`src/rtl/serial_pkg.sv`:
```
// Shared types and helpers for the bit-serial feeder path.
package serial_pkg;

    // Serializer control states: waiting for a word, or shifting one out.
    typedef enum logic [0:0] {
        IDLE  = 1'b0,
        SHIFT = 1'b1
    } state_t;

    // Counter width for a counter that must reach x-1; never narrower than one bit.
    function automatic int CNT_W(input int x);
        return (x < 2) ? 1 : $clog2(x);
    endfunction

endpackage

```
`src/rtl/bit_tick_gen.sv`:
```
// Bit-period divider: counts clock cycles within one serial bit and flags the
// final cycle of each bit period with tick.
module bit_tick_gen
    import serial_pkg::*;
#(
    parameter int BIT_DIV = 1
) (
    input  logic clk,
    input  logic rst,
    input  logic clear,
    input  logic enable,
    output logic tick
);

    localparam int DW = CNT_W(BIT_DIV);
    localparam logic [DW-1:0] DIV_LAST = DW'(BIT_DIV - 1);

    logic [DW-1:0] div_cnt;

    // With BIT_DIV=1 DIV_LAST is zero, so div_cnt stays at 0 and every enabled cycle ticks.
    assign tick = enable && (div_cnt == DIV_LAST);

    // Cycle counter within the current bit: cleared on word load, wraps on tick.
    always_ff @(posedge clk or posedge rst) begin
        if (rst) begin
            div_cnt <= '0;
        end else if (clear) begin
            div_cnt <= '0;
        end else if (enable) begin
            if (tick) begin
                div_cnt <= '0;
            end else begin
                div_cnt <= div_cnt + DW'(1);
            end
        end
    end

endmodule

```
`src/rtl/piso_bit_serializer.sv`:
```
// Parallel-in serial-out feeder for the sequence detector. Words arrive over a
// valid/ready handshake and leave one bit at a time on a registered dout.
//
// Handshake: a word is accepted at a rising edge where s_valid and s_ready are
// both high; s_data is sampled only then. s_ready depends on state and counters
// only (never on s_valid), is high in IDLE and in the end-of-word cycle, so a
// word accepted in the end-of-word cycle follows the previous one with no gap.
module piso_bit_serializer
    import serial_pkg::*;
#(
    parameter int   WIDTH     = 8,
    parameter int   MSB_FIRST = 1,
    parameter int   BIT_DIV   = 1,
    parameter logic IDLE_BIT  = 1'b0
) (
    input  logic             clk,
    input  logic             rst,
    input  logic [WIDTH-1:0] s_data,
    input  logic             s_valid,
    output logic             s_ready,
    output logic             dout,
    output logic             dout_valid,
    output logic             last_bit
);

    localparam int BW = CNT_W(WIDTH);
    localparam logic [BW-1:0] BIT_LAST = BW'(WIDTH - 1);

    state_t           state;
    state_t           state_nxt;
    logic [WIDTH-1:0] sreg;
    logic [WIDTH-1:0] sreg_shifted;
    logic [BW-1:0]    bit_cnt;
    logic [BW-1:0]    bit_cnt_inc;
    logic             tick;
    logic             eow;
    logic             accept;

    // Bit that goes on the wire first for a given word in the configured order.
    function automatic logic head_bit(input logic [WIDTH-1:0] w);
        return (MSB_FIRST != 0) ? w[WIDTH-1] : w[0];
    endfunction

    bit_tick_gen #(
        .BIT_DIV(BIT_DIV)
    ) u_tick (
        .clk   (clk),
        .rst   (rst),
        .clear (accept),
        .enable(state == SHIFT),
        .tick  (tick)
    );

    // Logical shift toward the output end; the vacated position takes IDLE_BIT.
    always_comb begin
        sreg_shifted = sreg;
        if (MSB_FIRST != 0) begin
            sreg_shifted = {sreg[WIDTH-2:0], IDLE_BIT};
        end else begin
            sreg_shifted = {IDLE_BIT, sreg[WIDTH-1:1]};
        end
        bit_cnt_inc = bit_cnt + BW'(1);
    end

    // State register.
    always_ff @(posedge clk or posedge rst) begin
        if (rst) begin
            state <= IDLE;
        end else begin
            state <= state_nxt;
        end
    end

    // Next-state logic: stay in SHIFT across a back-to-back accept.
    always_comb begin
        state_nxt = state;
        case (state)
            IDLE: begin
                if (accept) begin
                    state_nxt = SHIFT;
                end
            end
            SHIFT: begin
                if (eow && !accept) begin
                    state_nxt = IDLE;
                end
            end
            default: state_nxt = IDLE;
        endcase
    end

    // Handshake outputs: end-of-word detection, ready and accept.
    always_comb begin
        eow     = (state == SHIFT) && (bit_cnt == BIT_LAST) && tick;
        s_ready = !rst && ((state == IDLE) || eow);
        accept  = s_valid && s_ready;
    end

    // Shift register, bit counter and registered serial outputs.
    always_ff @(posedge clk or posedge rst) begin
        if (rst) begin
            sreg       <= '0;
            bit_cnt    <= '0;
            dout       <= IDLE_BIT;
            dout_valid <= 1'b0;
            last_bit   <= 1'b0;
        end else if (accept) begin
            sreg       <= s_data;
            bit_cnt    <= '0;
            dout       <= head_bit(s_data);
            dout_valid <= 1'b1;
            last_bit   <= 1'b0;
        end else if (eow) begin
            sreg       <= sreg_shifted;
            bit_cnt    <= '0;
            dout       <= IDLE_BIT;
            dout_valid <= 1'b0;
            last_bit   <= 1'b0;
        end else if (tick) begin
            sreg       <= sreg_shifted;
            bit_cnt    <= bit_cnt_inc;
            dout       <= head_bit(sreg_shifted);
            dout_valid <= 1'b1;
            last_bit   <= (bit_cnt_inc == BIT_LAST);
        end
    end

endmodule

```
`config.mk`:
```
export PLATFORM = sky130hd
export DESIGN_NAME = piso_bit_serializer
export DESIGN_NICKNAME = d
export VERILOG_FILES = /design/src/rtl/serial_pkg.sv /design/src/rtl/bit_tick_gen.sv /design/src/rtl/piso_bit_serializer.sv
export SDC_FILE = /design/constraint.sdc
export NUM_CORES = 1
export LEC_CHECK = 0
export BUFFER_PORTS_ARGS = -buffer_cell sky130_fd_sc_hd__buf_2
export CAP_MARGIN = 10
export CORE_MARGIN = 2
export CORE_UTILIZATION = 30
export DETAILED_ROUTE_END_ITERATION = 8
export PLACE_DENSITY_LB_ADDON = 0.12
export SLEW_MARGIN = 20
export SYNTH_ARGS = -nofsm -noshare
export SYNTH_HDL_FRONTEND = slang
export SYNTH_HIERARCHICAL = 1
export SYNTH_SLANG_ARGS = --single-unit
```
`constraint.sdc`:
```
create_clock -name clk -period 3.4 [get_ports clk]
set_input_delay 0.34 -clock clk [delete_from_list [all_inputs] [get_ports clk]]
set_output_delay 0.34 -clock clk [all_outputs]
set_load 0.01 [all_outputs]
```
# Word level (Yosys, flattened, before mapping)
# Cells that the tools add are included.
[op_classes] bitwise=2 n_eq_ne=2 n_addsub=2 muxes=21 n_reduce_logical=11
[ops] operator="7-bit two-way mux" count=3
[ops] operator="1-bit two-way mux" count=14
[ops] operator="3-bit two-way mux" count=3
[ops] operator="3-bit == test (second input constant)" count=2
[ops] operator="1-bit logical AND" count=6
[ops] operator="3-bit by 1-bit adder with 3-bit output (second input constant)" count=1
[ops] operator="3-bit nonzero test" count=1
[ops] operator="1-bit logical NOT" count=2
[ops] operator="1-bit NOT" count=2
[ops] operator="1-bit case mux with 2 select lines" count=1
[ops] operator="2-bit nonzero test" count=1
[ops] operator="1-bit adder (second input constant)" count=1
[ops] operator="1-bit logical OR" count=1
[totals] word_cells=45 out_inout_bits=4 register_bits=15

# Longest topological paths before layout
[logic_depth] ltp_word=10 mapped_depth=6 ltp_nobuf=5

# Hierarchy
# Netlist, hierarchy kept.
[modules_own_cells] mod="piso_bit_serializer" n_inst=1 area_per_inst_um2=742.0 cells_each=59
[modules_own_cells] mod="bit_tick_gen" n_inst=1 area_per_inst_um2=50.0 cells_each=4

# Worst setup path after synthesis
# Ideal clock, no wire load.
[synth_timing] kind="register to register" from="register bit_cnt[0]" to="register sreg[3]" period_less_slack_ns=1.653 setup_slack_ns=1.747 path_stages_with_launch=7 t_arrival_ns=1.528 cell_sequence="dfrtp_1 > ha_1 > ha_1 > a21boi_4 > nor3b_4 > buf_6 > mux2_4"
[synth_via] elab_chain_cells=7 word_cells_on_any_way=9
[synth_lines] item="start, declared" line_no="piso_bit_serializer.sv:33" rtl="logic [BW-1:0] bit_cnt;"
[synth_lines] item="start signal, assigned" line_no="piso_bit_serializer.sv:121" rtl="bit_cnt <= bit_cnt_inc;"
[synth_lines] item="3-bit == test (*)" line_no="piso_bit_serializer.sv:94" rtl="eow = (state == SHIFT) && (bit_cnt == BIT_LAST) && tick;"
[synth_lines] item="1-bit logical AND (*) (2 in a row)" line_no="piso_bit_serializer.sv:94"
[synth_lines] item="1-bit logical OR (*)" line_no="piso_bit_serializer.sv:95" rtl="s_ready = !rst && ((state == IDLE) || eow);"
[synth_lines] item="1-bit logical AND (*)" line_no="piso_bit_serializer.sv:95"
[synth_lines] item="1-bit logical AND (*)" line_no="piso_bit_serializer.sv:96" rtl="accept = s_valid && s_ready;"
[synth_lines] item="net accept" line_no="piso_bit_serializer.sv:37" rtl="logic accept;"
[synth_lines] item="3-bit nonzero test (no line) or 7-bit two-way mux (tied branches)"
[synth_lines] item="end signal, assigned" line_no="piso_bit_serializer.sv:108" rtl="sreg <= s_data;"
[synth_lines] item="end signal, assigned" line_no="piso_bit_serializer.sv:114" rtl="sreg <= sreg_shifted;"
[synth_lines] item="end signal, assigned" line_no="piso_bit_serializer.sv:120" rtl="sreg <= sreg_shifted;"
[synth_lines] item="end, declared" line_no="piso_bit_serializer.sv:31" rtl="logic [WIDTH-1:0] sreg;"
# The timed path passes the listed nets; every way through them passes the cells marked *.
# A chain may end at the register's enable or synchronous reset.

# Final worst setup path
[layout_timing] from="register u_tick.div_cnt" to="register sreg[1]"
[layout_via] elab_chain_cells=7 word_cells_on_any_way=9
[layout_lines] item="start, declared" line_no="bit_tick_gen.sv:18" rtl="logic [DW-1:0] div_cnt;"
[layout_lines] item="start signal, assigned" line_no="bit_tick_gen.sv:33" rtl="div_cnt <= div_cnt + DW'(1);"
[layout_lines] item="1-bit NOT (*)" line_no="bit_tick_gen.sv:21" rtl="assign tick = enable && (div_cnt == DIV_LAST);"
[layout_lines] item="1-bit logical AND (*)" line_no="bit_tick_gen.sv:21"
[layout_lines] item="net tick" line_no="piso_bit_serializer.sv:35" rtl="logic tick;"
[layout_lines] item="1-bit logical AND" line_no="piso_bit_serializer.sv:94"
[layout_lines] item="1-bit logical OR" line_no="piso_bit_serializer.sv:95"
[layout_lines] item="1-bit logical AND" line_no="piso_bit_serializer.sv:95"
[layout_lines] item="1-bit logical AND" line_no="piso_bit_serializer.sv:96"
[layout_lines] item="3-bit nonzero test (no line) or 7-bit two-way mux (tied branches)"
# Marked as above.

==> results.json <==
{
  "minimum_hold_slack_ps": 289.4,
  "cts_sinks": 15,
  "timing.clock.skew_ps": 0.4347,
  "holdCritPathClass": "in2reg",
  "number_of_warnings_printed_during_yosys_synthesis": 6,
  "dpl_worst_slack_ps": 1240,
  "cp_data_arrival_time_ps": 2270,
  "drt_first_pass_iters": 1,
  "grt_pass1_vias": 495,
  "cts_tree": "built",
  "multi_input_area_um2": 371.6,
  "track_usage": 0.08881,
  "grt_overflow_total": 0,
  "worstSetupEndpointType": "flip-flop",
  "postSynthCellCount": 63,
  "syn_area_um2": 792.0,
  "post_route_cells_drive_above_1_share": 0.4430,
  "cellPowerDensity_nw_per_um2": 742.3,
  "top_level_ports": 15,
  "timing_max_transition_violations_final": 0,
  "cp-start-kind": "flip-flop",
  "wire_per_inst_um": 10.82,
  "rrSetupSlack_ps": 1290,
  "clk_pin_slew_ps": 80,
  "synth.net_count": 77,
  "status": "finished, final reports clean",
  "postSynthRegisterBits": 15,
  "totalWireLength_um": 1179,
  "max_transition_margin": 0.5023,
  "leakage_uw": 0.0004533,
  "starting_utilization_of_the_core_area": 0.3168,
  "cts_inserted_buffers": 3,
  "worstSetupPathType": "reg2reg",
  "synth.area.mux_share": 0.2196,
  "antenna_left": 0,
  "floorplan.die.height_um": 55.38,
  "initial_antenna_violation_count": 0,
  "hpwl_um": 828.1,
  "crit-reg2reg-launch": "u_tick/div_cnt",
  "detail_route.vias_per_cell": 4.468,
  "placement_rows": 18,
  "setup_viol_count_final": 0,
  "timing.critical_path.required_ps": 3570,
  "period_minus_slack_ps": 2107,
  "grt_first_pass_wirelength_um": 2132,
  "floorplan.core_area_um2": 2500,
  "startpoint": "u_tick/div_cnt",
  "nets": 94,
  "gpl.final_weighted_congestion": 0.6497,
  "syn_avg_cell_area_um2": 12.57,
  "fillCellCount": 255,
  "finalInstanceArea_um2": 909.6,
  "maxClockFrequency_mhz": 474.5,
  "synth_xor_area_frac": 0,
  "cts_max_level": 1,
  "regToRegEndpoint": "sreg[1]",
  "clock_insertion_delay_worst_skew_ps": 270,
  "floorplan.die.width_um": 55.38,
  "clock_path_buffers": 2,
  "top_library_cells_by_usage_in_the_layout_fill_and_taps_aside": "15 x dfrtp_1, 14 x buf_2, 11 x mux2_2",
  "wl_met1_um": 530,
  "finalHoldViolCount": 0,
  "post_synth_num_cell_types": 22,
  "dr.max_layer_used": "met4",
  "worstMarginPinSlew_ps": 745.8,
  "timing.critical_path.fanout_max": 19,
  "fin_total_pwr_uw": 675.2,
  "layout.cells.most_common": "dfrtp_1",
  "synth_simple_gate_area_share": 0.1406,
  "drt_iter0_markers": 0,
  "regArea_um2": 375.4,
  "layout_setup_ws_ps": 1293,
  "num_vias": 487,
  "buffer_ports.inserted": 14,
  "crit_path_end": "sreg[1]",
  "fin_tns_setup_ps": 0,
  "die_area_um2": 3067,
  "n_antenna_cell": 0,
  "cap_violations": 0,
  "combinational_family_with_the_most_area_after_synthesis": "multiplexers",
  "vdd_drop_max_uv": 340.3,
  "post_dp_cell_area_um2": 873.3,
  "wl_met3_um": 49,
  "synth-compound-area-share": 0.06161,
  "drt_drc_violations_left": 0,
  "reg2regPathDepth": 4,
  "largest_net_degree_at_the_start_of_global_routing": 20,
  "route.met2.wl_um": 588,
  "timing.final.crit_share": 0.6198,
  "cts_root_buf": "clkbuf_4",
  "synth-adder-area-share": 0.04739,
  "synth-seq-area-share": 0.4739,
  "area_delta_synth_final_pct": 14.85,
  "setup_repair_after_global_routing_missed_its_margin": "no"
}
## flip-flops by register name, indices dropped and copies added, names as in the netlist
name	count
state	1
bit_cnt	3
last_bit	1
sreg	7
u_tick/div_cnt	1
dout_valid	1
dout	1
## synthesized netlist by cell type
library cell  count  area, µm²
a31oi_1           1      6.260
inv_1             5      18.77
ha_1              3      37.54
dfrtp_1          15      375.4
mux2i_1           2      20.02
nand2_1           1      3.750
buf_6             2      22.52
nand3_1           2      10.01
nor3b_2           1      12.51
a21boi_4          1      18.77
clkbuf_1          1      3.750
nor2_1            2      7.510
a21oi_1           3      15.01
mux2_2           11      123.9
mux2_4            2      30.03
nand4_1           1      6.260
nor3b_4           1      18.77
nand2b_1          3      18.77
a211o_1           1      8.760
and2b_2           1      8.760
nor2b_1           3      18.77
or2_2             1      6.260
## cell type report
type / instances / share of cell area
flip-flops and latches: 15 / 0.4127
well taps: 30 / 0.04127
clock buffers: 4 / 0.02889
multi-input cells: 40 / 0.4085
repair buffers: 15 / 0.08803
inverters: 5 / 0.02063
## critical path, stage by stage (launching register included)
cell      delay, ps
dfrtp_1         380
and2b_2         450
a21boi_4        110
nor3b_4         640
mux2_2          410
## worst min-delay path by stage
stage	from	endpoint	cells after the start
after floorplan	rst	u_tick/div_cnt	1
after global routing	s_data[3]	sreg[3]	2
final	s_data[6]	sreg[6]	2
after CTS	s_data[6]	sreg[6]	2
after detailed placement	rst	u_tick/div_cnt	2
after global placement	rst	u_tick/div_cnt	2
## report_power, final
part	switching, µW	total (µW)	internal (µW)
clock	53.3	98.7	45.4
sequential	36.6	281	245
combinational	132	295	164
## logic make-up after synthesis
family	after synthesis
flip-flops	15
buffers and inverters	8
multiplexers	15
adder cells (fa/ha/maj)	3
AO/OA/AOI/OAI	6
AND/OR/NAND/NOR	16
## through the flow
step / utilization / cells
after global placement: 0.3493 / 104
final: 0.3639 / 109
after detailed placement: 0.3493 / 104
after CTS: 0.3639 / 109
after global routing: 0.3639 / 109
after floorplan: - / 63
## routing by layer
layer,vias up,GRT usage
met4,0,0.05226
met2,8,0.1446
met3,2,0.02342
met1,231,0.1044
li1,246,-
met5,-,0
## what timing repair did
action,4_1_cts,5_1_grt
resized for setup,0,0
hold buffers,1,0
setup buffers,0,0
endpoints found under the hold margin,1,0
(Power assumes the default switching activity.)
